### src/rtl/uart_rx_frame.sv
// uart_rx_frame: 8N1-style UART receiver with a one-entry valid/ready output
// buffer and sticky framing-error / overrun flags.
`timescale 1ns/1ps
module uart_rx_frame #(
   parameter int CLKS_PER_BIT = 434,
   parameter int DATA_BITS    = 8
) (
   input  logic                 CLK,
   input  logic                 RST_N,
   input  logic                 RX,
   input  logic                 rx_ready,
   input  logic                 err_clr,
   output logic [DATA_BITS-1:0] rx_data,
   output logic                 rx_valid,
   output logic                 frame_err,
   output logic                 overrun,
   output logic                 busy
);

   localparam int CNT_W = $clog2(CLKS_PER_BIT);
   localparam int IDX_W = $clog2(DATA_BITS + 1);
   localparam logic [CNT_W-1:0] HALF_LAST = CNT_W'(CLKS_PER_BIT / 2 - 1);
   localparam logic [CNT_W-1:0] FULL_LAST = CNT_W'(CLKS_PER_BIT - 1);
   localparam logic [IDX_W-1:0] LAST_IDX  = IDX_W'(DATA_BITS - 1);

   typedef enum logic [2:0] {
      S_IDLE,
      S_START,
      S_DATA,
      S_STOP,
      S_WAIT_HIGH
   } state_t;

   state_t                 state;
   state_t                 state_next;
   logic                   rx_meta;
   logic                   rx_s;
   logic [CNT_W-1:0]       cnt;
   logic [IDX_W-1:0]       bit_idx;
   logic [DATA_BITS-1:0]   shreg;
   logic                   shift_en;
   logic                   deliver;
   logic                   ferr_set;
   logic                   deliver_p1;
   logic                   ovr_set;
   logic                   accept;

   // Two-flop synchronizer; the line idles high so both flops reset to 1
   always_ff @(posedge CLK or negedge RST_N) begin
      if (!RST_N) begin
         rx_meta <= 1'b1;
         rx_s    <= 1'b1;
      end else begin
         rx_meta <= RX;
         rx_s    <= rx_meta;
      end
   end

   // State register; busy is registered alongside the state
   always_ff @(posedge CLK or negedge RST_N) begin
      if (!RST_N) begin
         state <= S_IDLE;
         busy  <= 1'b0;
      end else begin
         state <= state_next;
         busy  <= (state_next != S_IDLE);
      end
   end

   // Next-state logic and per-cycle strobes for shifting, delivery and framing errors
   always_comb begin
      state_next = state;
      shift_en   = 1'b0;
      deliver    = 1'b0;
      ferr_set   = 1'b0;
      case (state)
         S_IDLE: begin
            if (!rx_s) state_next = S_START;
         end
         S_START: begin
            // A line already high again at mid start bit was only a glitch
            if (cnt == HALF_LAST) state_next = rx_s ? S_IDLE : S_DATA;
         end
         S_DATA: begin
            if (cnt == FULL_LAST) begin
               shift_en = 1'b1;
               if (bit_idx == LAST_IDX) state_next = S_STOP;
            end
         end
         S_STOP: begin
            if (cnt == FULL_LAST) begin
               if (rx_s) begin
                  deliver    = 1'b1;
                  state_next = S_IDLE;
               end else begin
                  ferr_set   = 1'b1;
                  state_next = S_WAIT_HIGH;
               end
            end
         end
         S_WAIT_HIGH: begin
            // Hold off until a break releases, so it cannot look like a new start bit
            if (rx_s) state_next = S_IDLE;
         end
         default: state_next = S_IDLE;
      endcase
   end

   // Bit-time counter, data bit index and LSB-first shift register
   always_ff @(posedge CLK or negedge RST_N) begin
      if (!RST_N) begin
         cnt     <= '0;
         bit_idx <= '0;
         shreg   <= '0;
      end else begin
         if (state_next != state || shift_en) begin
            cnt <= '0;
         end else if (state == S_START || state == S_DATA || state == S_STOP) begin
            cnt <= cnt + CNT_W'(1);
         end
         if (state == S_START && state_next == S_DATA) begin
            bit_idx <= '0;
         end else if (shift_en) begin
            bit_idx <= bit_idx + IDX_W'(1);
         end
         if (shift_en) begin
            shreg <= {rx_s, shreg[DATA_BITS-1:1]};
         end
      end
   end

   // ---- stage boundary: stop-sample strobe registered into the delivery cycle ----
   assign accept  = deliver_p1 && (!rx_valid || rx_ready);
   assign ovr_set = deliver_p1 && rx_valid && !rx_ready;

   // Output buffer handshake and sticky flags; a set beats a same-cycle clear
   always_ff @(posedge CLK or negedge RST_N) begin
      if (!RST_N) begin
         deliver_p1 <= 1'b0;
         rx_data    <= '0;
         rx_valid   <= 1'b0;
         frame_err  <= 1'b0;
         overrun    <= 1'b0;
      end else begin
         deliver_p1 <= deliver;
         if (accept) begin
            rx_data  <= shreg;
            rx_valid <= 1'b1;
         end else if (rx_valid && rx_ready) begin
            rx_valid <= 1'b0;
         end
         frame_err <= ferr_set | (frame_err & ~err_clr);
         overrun   <= ovr_set  | (overrun   & ~err_clr);
      end
   end

endmodule

### config.mk
export PLATFORM = sky130hd
export DESIGN_NAME = uart_rx_frame
export DESIGN_NICKNAME = d
export VERILOG_FILES = /design/src/rtl/uart_rx_frame.sv
export SDC_FILE = /design/constraint.sdc
export NUM_CORES = 1
export LEC_CHECK = 0
export ABC_AREA = 1
export BUFFER_PORTS_ARGS = -buffer_cell sky130_fd_sc_hd__buf_4
export CAP_MARGIN = 20
export CORE_ASPECT_RATIO = 0.8
export CORE_MARGIN = 3
export CORE_UTILIZATION = 55
export DETAILED_ROUTE_END_ITERATION = 8
export PLACE_DENSITY = 0.8
export SETUP_SLACK_MARGIN = 0.2
export SLEW_MARGIN = 0
export SYNTH_ARGS = -nofsm -noshare
export SYNTH_HDL_FRONTEND = slang
export SYNTH_SLANG_ARGS = --single-unit
### constraint.sdc
create_clock -name CLK -period 2.8 [get_ports CLK]
set_clock_uncertainty 0.05 [all_clocks]
set_input_delay 0.14 -clock CLK [delete_from_list [all_inputs] [get_ports CLK]]
set_output_delay 0.14 -clock CLK [all_outputs]
set_load 0.02 [all_outputs]
* Word-level counts from Yosys, hierarchy flattened
Index checks and enable logic that the tools add are counted.
Word-level totals: bits in registers 39
Cells by class: $add $sub $neg 2, mux-type cells 23, eq/ne operators 9, reductions and logical operators 16, bitwise operators 5
Operator list (count):
- $mux W3 | 7
- $mux W9 | 2
- $pmux W3 S5 | 1
- $mux W1 | 10
- $add A9 B1 Y9 const B | 1
- $eq A3 B2 Y1 const B | 3
- $eq A9 B8 Y1 const B | 1
- $eq A9 B9 Y1 const B | 1
- $mux W4 | 2
- $reduce_bool A2 Y1 | 3
- $logic_and A1 B1 Y1 | 5
- $add A4 B1 Y4 const B | 1
- $eq A4 B3 Y1 const B | 1
- $logic_or A1 B1 Y1 | 4
- $eq A3 B1 Y1 const B | 1
- $eq A3 B3 Y1 const B | 1
- $logic_not A3 Y1 | 1
- $ne A3 B3 Y1 | 1
- $reduce_bool A3 Y1 | 1
- $and A1 B1 Y1 | 2
- $logic_not A1 Y1 | 2
- $mux W2 | 1
- $or A1 B1 Y1 | 2
- $not A1 Y1 | 1

* Logic depth before layout (Yosys ltp)
word-level depth 7, gate-level depth with buffers 13, gate-level depth less buffers 13

* Worst setup path before layout
OpenSTA, ideal clock, no wires.
path type reg2reg, start point register cnt[1], end point register busy, period minus slack after synthesis 1634 ps, buffers on the path 0, stages on the path, launching flop included 11, setup slack 1166 ps, arrival 1453 ps, cell sequence dfrtp_1 -> inv_1 -> ha_1 -> nand2_1 -> nor2_4 -> nand2_4 -> nand2_2 -> nand2_2 -> nor2_4 -> nand2_2 -> or3_1
On the way: cells in the longest elaborated chain, start to end 4
RTL lines:
- from (decl) | line 38 | logic [CNT_W-1:0] cnt;
- from (signal assigned) | line 119 | cnt <= cnt + CNT_W'(1);
- $eq A9 B9 Y1 or $eq A9 B8 Y1 (tied branches) | line 85, 91, 82
- $mux W3 (on tied branches) | line 91, 82, 85
- $pmux W3 S5 * | line 76 | case (state)
- net state_next[0] | line 35 | state_t state_next;
- $reduce_bool A3 Y1 * | line 66 | busy <= (state_next != S_IDLE);
- to (signal assigned) | line 66
- to (decl) | line 17 | output logic busy
Mark *: on every way through the listed nets, which the timed path passes. The rest lies on a longest branch. A chain may end at the register's enable or synchronous reset.

* Worst setup path in the final report
start point register cnt[1], end point register cnt[0]
On the way: cells in the longest elaborated chain, start to end 6
RTL lines:
- $eq A9 B9 Y1 or $eq A9 B8 Y1 (tied branches) | line 85, 91, 82
- $mux W3 (on tied branches) | line 91, 82, 85
- $pmux W3 S5 * | line 76
- net state_next[0] | line 35
- $ne A3 B3 Y1 * | line 116 | if (state_next != state || shift_en) begin
- $logic_or A1 B1 Y1 * | line 116
- $mux W9 or $reduce_bool A2 Y1 (tied branches)
Marked as above.

==> summary.txt <==
Slowest CP cell -> dfrtp_1
Final period util -> 0.678
R2R Path End -> cnt[0]$_DFFE_PN0P_
Reg-to-Reg Start -> cnt[1]$_DFFE_PN0P_
Hold path endpoint -> rx_valid$_DFFE_PN0P_
GR Overflow Total -> 0
HP Class -> input pin to flip-flop
Ratio of cells with drive above 1 in the final layout -> 0.236
Final-layout fill cell count -> 247
Sum Neg Setup Slack -> 0 ns
Worst-path fanout max -> 22
Synth cell count leaders -> 37 x dfrtp_1, 37 x nand2_1, 20 x inv_1, 18 x o21ai_0, 13 x nor2_1
PD cells -> 448 nW/um2
Worst r2r path cells -> 12
Layout Nets -> 224
Die area -> 4040 um2
Die Ht -> 57.5 um
Post-route ant nets -> 0
Fmax -> 527 MHz
Synthesized area -> 1820 um2
Worst ir drop on vdd -> 0.000313 V
Synthesized area per cell -> 9.49 um2
Num CTS Buffers -> 5
Core area -> 3130 um2
Pleak -> 1.01 nW
Vias in the first global route -> 1320
Final Max Slew Viols -> 0
Unrepaired setup endpoints after global routing -> no
Cell taking the most area after synthesis -> dfrtp_1
Worst-path clk slew -> 0.07 ns
Worst skew pair latency -> 0.29 ns
Nature of the critical path endpoint -> flip-flop
CTS tree -> done
Avg Vias per Cell -> 5.13
Core Rows -> 18
Main synth FF type -> dfrtp_1
Boundary Pins -> 17
Syn nets -> 201
Largest net degree at the start of global routing -> 40
Port bufs -> 16
WP buf/inv -> 1
Clk sinks -> 39
Final WL -> 3160 um
Sequential cell area fraction in the yosys report -> 0.537
Setup Viol. Count Final -> 0
DR pass1 iterations -> 4
CP Data Required Time -> 2.96 ns
Worst Hold Depth -> 4
Gr usage total -> 0.182
CP delay by family, top -> simple AND/OR/NAND/NOR gates
Fin. Hold Viols -> 0
MaxCap Viol Count -> 0
Die X-Extent -> 70.3 um
Root Buffer -> clkbuf_8
Top post-synthesis cells by area -> dfrtp_1 51%, nand2_1 7.6%, o21ai_0 4.9%
Netlist cell types -> 26
Initial drt markers -> 125
HP Start -> rx_ready
N_diodes -> 0
WP data arrival -> 2.06 ns
Gate count of the mapped netlist -> 192
Worst setup SP type -> flip-flop
Final Wtd Congestion -> 0.871
Syn-to-layout area delta -> 14.4%
Worst path max stage delay -> 0.39 ns
Worst-path cell chain -> inv_1 > ha_1 > nand2_1 > nor2_4 > nand2_4 > nor2_8 > nand4_4 > nand2_2 > nand2_1 > nand2_2 > nand2_4 > nor2_2
Yosys reg bits -> 39
Initial Util -> 0.582
Worst slew margin -> 0.692
Slew @ Worst Pin -> 0.462 ns
Async SR Flop Fraction -> 1.00
Fin crit period -> 1.90 ns
Initial antenna violation count -> 0
Post-synth EDFFs -> 0
Drt drc -> 0
Register-to-register setup slack -> 0.90 ns
Global-route wire length before repair -> 5650 um
Setup CP Type -> flip-flop to flip-flop
Final Util -> 0.666
Synthesis Warnings -> 0
Post-detail-place hpwl -> 2320 um
Max Root-Sink Buffers -> 2
Area share of the largest cell type after synthesis -> 0.508
Run status -> completed
Vias post-DR -> 1313
Number of H-tree levels -> 2
Mean routed wirelength per cell -> 12.3 um
-- where the power goes --
group | total, mW | internal [mW] | switching (mW) | leakage, nW
logic | 0.0192 | 0.00669 | 0.0125 | 0.450
clock network | 0.347 | 0.174 | 0.173 | 0.0422
registers | 0.567 | 0.566 | 0.000965 | 0.518
total | 0.933 | 0.747 | 0.186 | 1.01
-- final cells by class --
cell class	instances	area, um2	area share
tap	40	50.0	0.0240
multi-input combinational	126	734	0.352
clock inverter	1	5.00	0.00240
inverter	24	90.1	0.0432
timing repair buffer	19	150	0.0720
clock buffer	7	76.3	0.0366
sequential	39	978	0.469
-- metrics by stage --
| stage | total power [mW] | instance area [um2] | setup slack (ns) | hold slack [ns] | cells |
|---|---|---|---|---|---|
| finish | 0.933 | 2080 | 0.901 | 0.0882 | 256 |
| global route | 0.976 | 2080 | 0.706 | 0.101 | 256 |
| CTS | 0.951 | 2080 | 0.899 | 0.0829 | 256 |
| detailed placement | 0.594 | 1970 | 0.914 | 0.0825 | 245 |
| global placement | 0.594 | 1970 | 0.992 | 0.0723 | 245 |
| floorplan | 0.578 | 1820 | 1.17 | -0.206 | 192 |
-- timing repair --
action / 4_1_cts / 5_1_grt
hold buffers: 3 / 0
resized for setup: 0 / 0
endpoints found under the hold margin: 40 / 0
setup buffers: 0 / 0
-- state kept, by name (all words and copies together), names as in the netlist, 3 cells and up --
name and flops:
bit_idx 4, cnt 9, rx_data 8, shreg 8, state 3
-- cells by family after synthesis --
group	synth area share
DFF	0.537
xor gates and xnor gates	0.0529
and+or+nand+nor	0.264
buffers and inverters	0.0598
adders and majority gates	0.0275
AOI/OAI and AO/OA	0.0584
-- routing by layer --
| metal | vias to the layer above | share of wire | track usage |
|---|---|---|---|
| met5 | - | 0 | 0 |
| met2 | 28 | 0.48 | 0.285 |
| li1 | 646 | - | - |
| met3 | 8 | 0.052 | 0.0581 |
| met1 | 631 | 0.44 | 0.229 |
| met4 | 0 | 0.025 | 0.0956 |
-- worst min-delay path: cells and delay by family --
family / cells / cell delay (ns)
buffers and inverters: 2 / 0.11
and+or+nand+nor: 2 / 0.13
-- how the worst max path moves through the flow --
stage                             from                 end  slack (ns)  cells after the start
CTS                 cnt[1]$_DFFE_PN0P_  cnt[7]$_DFFE_PN0P_        0.90                     12
finish              cnt[1]$_DFFE_PN0P_  cnt[0]$_DFFE_PN0P_        0.90                     12
global placement    cnt[1]$_DFFE_PN0P_  cnt[4]$_DFFE_PN0P_        0.99                     12
floorplan           cnt[1]$_DFFE_PN0P_      busy$_DFF_PN0_        1.17                     10
detailed placement  cnt[1]$_DFFE_PN0P_  cnt[6]$_DFFE_PN0P_        0.91                     12
global route        cnt[1]$_DFFE_PN0P_  cnt[7]$_DFFE_PN0P_        0.71                     12
-- cells in the final DEF (no fill, tap or decap) --
master / instances
dlygate4sd3_1: 3
o22ai_1: 1
xor2_1: 9
xnor2_1: 2
nor2_4: 3
buf_4: 16
ha_1: 4
clkbuf_8: 5
nor2_1: 13
nor4_1: 1
dfrtp_1: 37
o21ai_0: 18
clkbuf_1: 2
nor3_1: 3
inv_1: 20
nand2_2: 6
nand2_1: 37
nand4_1: 4
or3_1: 1
a21oi_1: 2
nand4_4: 1
nor2_8: 1
nor3_2: 1
nor2_2: 9
nand3_1: 8
clkinv_2: 1
nand2_4: 2
dfstp_2: 2
inv_2: 4
Note: power is estimated with default switching activity, not from simulation.
